### src/rtl/pc_mux_pkg.sv
// Next-PC source encodings shared by the controller and the fetch stage.
// Latency: n/a (types only).
// Backpressure: n/a.
package pc_mux_pkg;

    // Codes 6 and 7 are unused; the selector treats them as sequential fetch.
    typedef enum logic [2:0] {
        PC_NEXT   = 3'd0,
        PC_BRANCH = 3'd1,
        PC_JAL    = 3'd2,
        PC_JALR   = 3'd3,
        PC_MTVEC  = 3'd4,
        PC_MEPC   = 3'd5
    } sel_pc_t;

endpackage : pc_mux_pkg

### src/rtl/type_pkg.sv
// Common scalar types for the RV32I core: address/data words and the reset NOP.
// Latency: n/a (types and constants only).
// Backpressure: n/a.
package type_pkg;

    localparam int XLEN = 32;

    typedef logic [XLEN-1:0] addr_t;
    typedef logic [XLEN-1:0] data_t;

    // addi x0, x0, 0 -- harmless filler held in the IR until the first real fetch
    localparam data_t NOP_INSN = 32'h0000_0013;

endpackage : type_pkg

### src/rtl/fetch_unit_next_pc_mux.sv
// Combinational next-PC selector with optional misaligned-target redirect (FETCH_MISALIGN_TRAP_EN).
// Latency: zero cycles, purely combinational from every input.
// Backpressure: none; the output is always valid and the consumer decides when to load it.
module next_pc_mux
    import pc_mux_pkg::*;
#(
    parameter int XLEN = 32
) (
    input  logic [XLEN-1:0] pc,
    input  sel_pc_t         pc_sel,
    input  logic            taken,
    input  logic [XLEN-1:0] imm,
    input  logic [XLEN-1:0] rs1,
    input  logic [XLEN-1:0] mtvec,
    input  logic [XLEN-1:0] mepc,
    output logic [XLEN-1:0] next_pc,
    output logic            fetch_misalign
);

    // Masks that clear the low bit (JALR) and the low two bits (trap vector base).
    localparam logic [XLEN-1:0] MASK_BIT0 = {{(XLEN-1){1'b1}}, 1'b0};
    localparam logic [XLEN-1:0] MASK_LO2  = {{(XLEN-2){1'b1}}, 2'b00};
    localparam logic [XLEN-1:0] FOUR      = XLEN'(4);

    logic [XLEN-1:0] w_pc_plus4;
    logic [XLEN-1:0] w_pc_plus_imm;
    logic [XLEN-1:0] w_jalr_tgt;
    logic [XLEN-1:0] w_trap_base;
    logic [XLEN-1:0] w_candidate;

    // All adders are XLEN wide so carry-out is dropped and wrap-around is silent.
    assign w_pc_plus4    = pc + FOUR;
    assign w_pc_plus_imm = pc + imm;
    assign w_jalr_tgt    = (rs1 + imm) & MASK_BIT0;
    assign w_trap_base   = mtvec & MASK_LO2;

    // Source select; taken only matters for conditional branches.
    always_comb begin
        w_candidate = w_pc_plus4;
        case (pc_sel)
            PC_NEXT:   w_candidate = w_pc_plus4;
            PC_BRANCH: w_candidate = taken ? w_pc_plus_imm : w_pc_plus4;
            PC_JAL:    w_candidate = w_pc_plus_imm;
            PC_JALR:   w_candidate = w_jalr_tgt;
            PC_MTVEC:  w_candidate = w_trap_base;
            PC_MEPC:   w_candidate = mepc;
            default:   w_candidate = w_pc_plus4;
        endcase
    end

`ifdef FETCH_MISALIGN_TRAP_EN
    logic w_misalign;

    // A target that is not word aligned is redirected to the trap vector base.
    always_comb begin
        w_misalign = (w_candidate[1:0] != 2'b00);
        next_pc    = w_misalign ? w_trap_base : w_candidate;
    end

    assign fetch_misalign = w_misalign;
`else
    // Misalignment detection disabled: pass the candidate through untouched.
    assign next_pc        = w_candidate;
    assign fetch_misalign = 1'b0;
`endif

endmodule : next_pc_mux

### src/rtl/fetch_unit.sv
// Instruction-fetch stage: requests the word at pc, latches it for execute, and computes next_pc (FETCH_MISALIGN_TRAP_EN adds a misaligned-target trap redirect).
// Latency: icache_valid sampled on an edge gives ir_valid/ir_code right after that edge; 2 cycles per instruction minimum.
// Backpressure: icache_req is held until icache_valid; stall holds the latched instruction in EXEC indefinitely.
module fetch_unit
    import pc_mux_pkg::*;
    import type_pkg::*;
#(
    parameter int                XLEN = 32,
    parameter logic [XLEN-1:0]   NOP  = 32'h0000_0013
) (
    input  logic            clk,
    input  logic            rst,
    input  logic [XLEN-1:0] pc,
    input  logic            stall,
    input  sel_pc_t         pc_sel,
    input  logic            taken,
    input  logic [XLEN-1:0] imm,
    input  logic [XLEN-1:0] rs1,
    input  logic [XLEN-1:0] mtvec,
    input  logic [XLEN-1:0] mepc,
    output logic [XLEN-1:0] ir_code,
    output logic            ir_valid,
    output logic [XLEN-1:0] next_pc,
    output logic [XLEN-1:0] icache_addr,
    output logic            icache_req,
    input  logic [XLEN-1:0] icache_data,
    input  logic            icache_valid,
    output logic            fetch_misalign
);

    typedef enum logic [1:0] {
        IDLE  = 2'd0,
        FETCH = 2'd1,
        EXEC  = 2'd2
    } fetch_state_t;

    fetch_state_t    r_state;
    fetch_state_t    w_state_nxt;
    logic [XLEN-1:0] r_ir_code;
    logic            w_icache_req;
    logic            w_ir_valid;
    logic            w_ir_load;

    // State register; async reset drops icache_req the moment rst rises.
    always_ff @(posedge clk or posedge rst) begin
        if (rst) begin
            r_state <= IDLE;
        end else begin
            r_state <= w_state_nxt;
        end
    end

    // Next-state logic: IDLE is a one-cycle post-reset gap, FETCH waits on the cache, EXEC waits on stall.
    always_comb begin
        w_state_nxt = r_state;
        case (r_state)
            IDLE:    w_state_nxt = FETCH;
            FETCH:   w_state_nxt = icache_valid ? EXEC : FETCH;
            EXEC:    w_state_nxt = stall ? EXEC : FETCH;
            default: w_state_nxt = IDLE;
        endcase
    end

    // Moore outputs decoded from the current state only.
    always_comb begin
        w_icache_req = 1'b0;
        w_ir_valid   = 1'b0;
        case (r_state)
            FETCH:   w_icache_req = 1'b1;
            EXEC:    w_ir_valid   = 1'b1;
            default: begin
                w_icache_req = 1'b0;
                w_ir_valid   = 1'b0;
            end
        endcase
    end

    // Only a response seen while fetching updates the IR; strays in IDLE/EXEC are dropped.
    assign w_ir_load = (r_state == FETCH) && icache_valid;

    // Instruction register, NOP out of reset.
    always_ff @(posedge clk or posedge rst) begin
        if (rst) begin
            r_ir_code <= NOP;
        end else if (w_ir_load) begin
            r_ir_code <= icache_data;
        end
    end

    assign ir_code     = r_ir_code;
    assign ir_valid    = w_ir_valid;
    assign icache_req  = w_icache_req;
    // Address always follows pc; icache_req alone says whether it means anything.
    assign icache_addr = pc;

    next_pc_mux #(
        .XLEN (XLEN)
    ) u_next_pc_mux (
        .pc             (pc),
        .pc_sel         (pc_sel),
        .taken          (taken),
        .imm            (imm),
        .rs1            (rs1),
        .mtvec          (mtvec),
        .mepc           (mepc),
        .next_pc        (next_pc),
        .fetch_misalign (fetch_misalign)
    );

endmodule : fetch_unit

### config.mk
export PLATFORM = sky130hd
export DESIGN_NAME = fetch_unit
export DESIGN_NICKNAME = d
export VERILOG_FILES = /design/src/rtl/pc_mux_pkg.sv /design/src/rtl/type_pkg.sv /design/src/rtl/fetch_unit_next_pc_mux.sv /design/src/rtl/fetch_unit.sv
export SDC_FILE = /design/constraint.sdc
export NUM_CORES = 1
export LEC_CHECK = 0
export ABC_AREA = 1
export CAP_MARGIN = 10
export CORE_MARGIN = 3
export CORE_UTILIZATION = 50
export CTS_CLUSTER_DIAMETER = 150
export DETAILED_ROUTE_END_ITERATION = 6
export PLACE_DENSITY = 0.92
export SLEW_MARGIN = 40
export SYNTH_ARGS = -nofsm -noshare
export SYNTH_HDL_FRONTEND = slang
export SYNTH_SLANG_ARGS = --single-unit
### constraint.sdc
create_clock -name clk -period 7.3 [get_ports clk]
set_clock_uncertainty 0.2 [all_clocks]
set_input_delay 1.46 -clock clk [delete_from_list [all_inputs] [get_ports clk]]
set_output_delay 1.46 -clock clk [all_outputs]
set_load 0.01 [all_outputs]
==> impl_summary.txt <==
----------------------------------------------------
[Outcome]
  Result of the run ... finished clean

[Global route]
  Antenna violations before repair ... 2
  First-pass GRT wire length ... 53.3 mm
  Maximum number of pins on one net before global-route repair ... 35
  Overflow left after global routing ... 0
  Vias in the first global route ... 10170
  GR Util All Layers ... 37.9%

[Timing]
  Final Hold Viols ... 0
  Max-slew headroom at the worst pin ... 49.8%
  Worst-Margin Slew ... 753 ps
  Number of setup violations in the final report ... 0
  Setup repair after global routing missed its margin ... false
  Final worst-path setup slack ... 1160 ps
  Aggregate negative setup slack ... 0 ps
  Time the final worst path needs with I/O delays and setup ... 6140 ps
  Achievable frequency ... 163 MHz
  Final max-slew violation count ... 0
  Fin crit share ... 84.1%

[Clocking]
  Number of setup buffers added after CTS ... 0
  CTS Sinks ... 34
  CTS-repair resized insts ... 0
  TritonCTS clock tree ... built
  Worst-Skew Late Latency ... 280 ps
  Clock Tree Buf Depth ... 2
  Clock Pin Slew Worst Setup and Hold Paths ... 60 ps
  CTS Hold Bufs ... 0
  CTS Root Cell ... sky130_fd_sc_hd__clkbuf_16
  Maximum level of the CTS H-tree ... 2
  TritonCTS buffer count ... 5

[Cells and area]
  Net count reported at finish ... 2024
  Area Overhead vs Synth ... 37.5%
  Layout cells sized above 1 ... 5.11%

[Job]
  Number of maximum-capacitance violations ... 0

[Floorplan]
  Core area ... 16000 um^2
  Die span in y ... 134 um
  Die Footprint ... 18000 um^2
  X dimension of the die ... 134 um
  # IOs ... 299
  Standard-cell rows ... 46
  Starting Density ... 51.3%

[Setup path]
  Crit end category ... output port
  Combined buffer and inverter count along the critical path ... 6
  Worst path max stage delay ... 600 ps
  Slowest cell on crit path ... sky130_fd_sc_hd__clkdlybuf4s50_1
  Req. time, crit path ... 5640 ps
  Worst setup path class ... input port to output port
  Critical path fanouts, max ... 21
  Critical path launch point type ... input port
  Cell family contributing the most delay on the critical path ... buffers and inverters
  Critical Path AT ... 4480 ps
  Cell seen most often among critical-path stages ... sky130_fd_sc_hd__inv_2
  Worst-path cell chain ... clkdlybuf4s50_1 -> inv_2 -> nor3_4 -> inv_2 -> nor2_1 -> nor2_2 -> inv_2 -> nand3_1 -> nand3_1 -> nand2_1 -> inv_1 -> clkdlybuf4s50_1

[Worst hold path]
  Type of the most critical hold path ... flip-flop to flip-flop

[Yosys]
  Syn_area_per_cell ... 5.46 um^2
  Synth Cell Area ... 8210 um^2
  Total nets after synthesis ... 1768
  Register bit count reported by yosys ... 34
  Post-synthesis instance total ... 1504
  Synthesis Warnings ... 0
  Number of library cell types mapped by synthesis ... 43
  Sequential share of the synthesized area ... 10.4%

[Pwr]
  Cell leakage power ... 5.90 nW
  Peak VDD IR ... 268 uV
  Power per standard cell area ... 152 nW/um^2

[Drt]
  Number of vias in the routed layout ... 10967
  Final ANT Viol Nets ... 0
  DRT Pass-1 Iters ... 7
  DR vias/cell ... 5.54
  Drc violations ... 0
  DR iter-0 viols ... 1307
  Drt wl/cell ... 18.0 um
  Post-Route WL ... 35.7 mm

[Place]
  Global placer's final weighted congestion ... 1.03
  Port bufs ... 295
  HPWL after DPL ... 29.7 mm
  Post-placement worst setup slack ... 1200 ps

----------------------------------------------------
-- metal layers --
layer,GRT usage [%],up-vias,share of wire [%]
li1,-,5223,-
met1,47.4,5016,38
met2,65.0,624,47
met3,7.16,104,10
met4,13.9,0,4.2
met5,0,-,0
-- registers in the layout, indices dropped and copies added (netlist names) --
| name | cells |
|---|---|
| ir_code | 32 |
| r_state | 2 |
-- where the power goes --
part / switching (mW) / leakage (nW) / internal (mW)
Sequential: 0.0653 / 0.395 / 0.292
Combinational: 0.582 / 5.43 / 0.563
Clock: 0.0795 / 0.0729 / 0.135
-- path summary, 6_finish.rpt --
kind,startpoint,end,slack [ps],depth (start not counted)
worst min register to register,ir_code[6],ir_code[6],310,1
worst max-delay path,pc_sel[0],next_pc[22],1160,12
min in group asynchronous,rst,ir_code[9],1440,3
worst min-delay path,ir_code[6],ir_code[6],310,1
worst max register to register,r_state[0],ir_code[23],5080,5
max in group asynchronous,rst,ir_code[1],5120,3
-- cells in the final DEF (no fill, tap or decap), types with 4 or more instances in the layout --
| cell type | Yosys | routed |
|---|---|---|
| sky130_fd_sc_hd__a21oi_1 | 66 | 66 |
| sky130_fd_sc_hd__a221oi_1 | 5 | 5 |
| sky130_fd_sc_hd__a22o_1 | 24 | 24 |
| sky130_fd_sc_hd__buf_4 | 33 | 5 |
| sky130_fd_sc_hd__clkbuf_16 | 0 | 5 |
| sky130_fd_sc_hd__clkdlybuf4s50_1 | 0 | 295 |
| sky130_fd_sc_hd__dfrtp_1 | 31 | 31 |
| sky130_fd_sc_hd__ha_1 | 62 | 62 |
| sky130_fd_sc_hd__inv_1 | 284 | 284 |
| sky130_fd_sc_hd__inv_2 | 7 | 7 |
| sky130_fd_sc_hd__mux2_2 | 32 | 32 |
| sky130_fd_sc_hd__nand2_1 | 545 | 545 |
| sky130_fd_sc_hd__nand2_2 | 5 | 5 |
| sky130_fd_sc_hd__nand3_1 | 116 | 116 |
| sky130_fd_sc_hd__nand3b_1 | 13 | 13 |
| sky130_fd_sc_hd__nand4_1 | 23 | 23 |
| sky130_fd_sc_hd__nor2_1 | 126 | 123 |
| sky130_fd_sc_hd__nor2_2 | 6 | 8 |
| sky130_fd_sc_hd__nor2_4 | 3 | 4 |
| sky130_fd_sc_hd__nor3_1 | 10 | 10 |
| sky130_fd_sc_hd__o2111ai_1 | 12 | 12 |
| sky130_fd_sc_hd__o21ai_0 | 20 | 20 |
| sky130_fd_sc_hd__o21bai_1 | 7 | 7 |
| sky130_fd_sc_hd__or2_2 | 11 | 11 |
| sky130_fd_sc_hd__xnor2_1 | 6 | 6 |
| sky130_fd_sc_hd__xor2_1 | 10 | 10 |
-- metrics by stage --
step | cell area (um^2) | total power [mW] | hold WS, ps | std cells | util (%)
after floorplan | 8210 | 0.913 | 257 | 1504 | -
after global placement | 11100 | 1.42 | 265 | 1969 | 69.5
after detailed placement | 11100 | 1.46 | 282 | 1969 | 69.5
after global routing | 11300 | 1.82 | 329 | 1978 | 70.5
after CTS | 11300 | 1.70 | 312 | 1977 | 70.5
final | 11300 | 1.72 | 314 | 1978 | 70.5
-- layout make-up --
type / count / area, um^2
clock buffers: 6 / 139
fillers: 1429 / 4710
flip-flops and latches: 34 / 855
well taps: 216 / 270
multi-input cells: 1127 / 5920
diodes: 1 / 2.50
repair buffers: 300 / 2990
clock inverters: 2 / 12.5
inverters: 292 / 1100
-- Yosys cell counts (all sizes together) --
cell / n / area (um^2)
or2: 11 / 68.8
ha: 62 / 776
nor3: 13 / 86.3
o22ai: 1 / 6.26
buf: 48 / 335
a22o: 24 / 210
clkbuf: 3 / 11.3
dfrtp: 31 / 776
nor4: 3 / 18.8
nor2: 136 / 564
a221oi: 5 / 43.8
o211ai: 3 / 22.5
o21ai: 23 / 115
a21oi: 66 / 330
mux2: 32 / 360
conb: 1 / 3.75
fa: 2 / 40.0
nand3b: 13 / 97.6
nand4: 23 / 144
xnor2: 6 / 52.6
a21o: 2 / 15.0
a211oi: 1 / 7.51
xor2: 10 / 87.6
and3: 1 / 6.26
dfstp: 3 / 78.8
nand2: 552 / 2100
o21bai: 7 / 52.6
and2: 2 / 12.5
o2111ai: 12 / 105
inv: 292 / 1100
nand3: 116 / 581
-- cell families (layout without fill, tap and decap cells) --
logic type	count (synthesis)	after routing	share of synthesized area [%]
AOI/OAI and AO/OA	144	144	11.1
xor gates and xnor gates	16	16	1.71
adders and majority gates	64	64	9.94
buffers and inverters	343	600	17.6
DFF	34	34	10.4
muxes	32	32	4.39
other	1	2	0.0457
and+or+nand+nor	870	870	44.8
No activity file was read; power rests on OpenSTA's default activity.
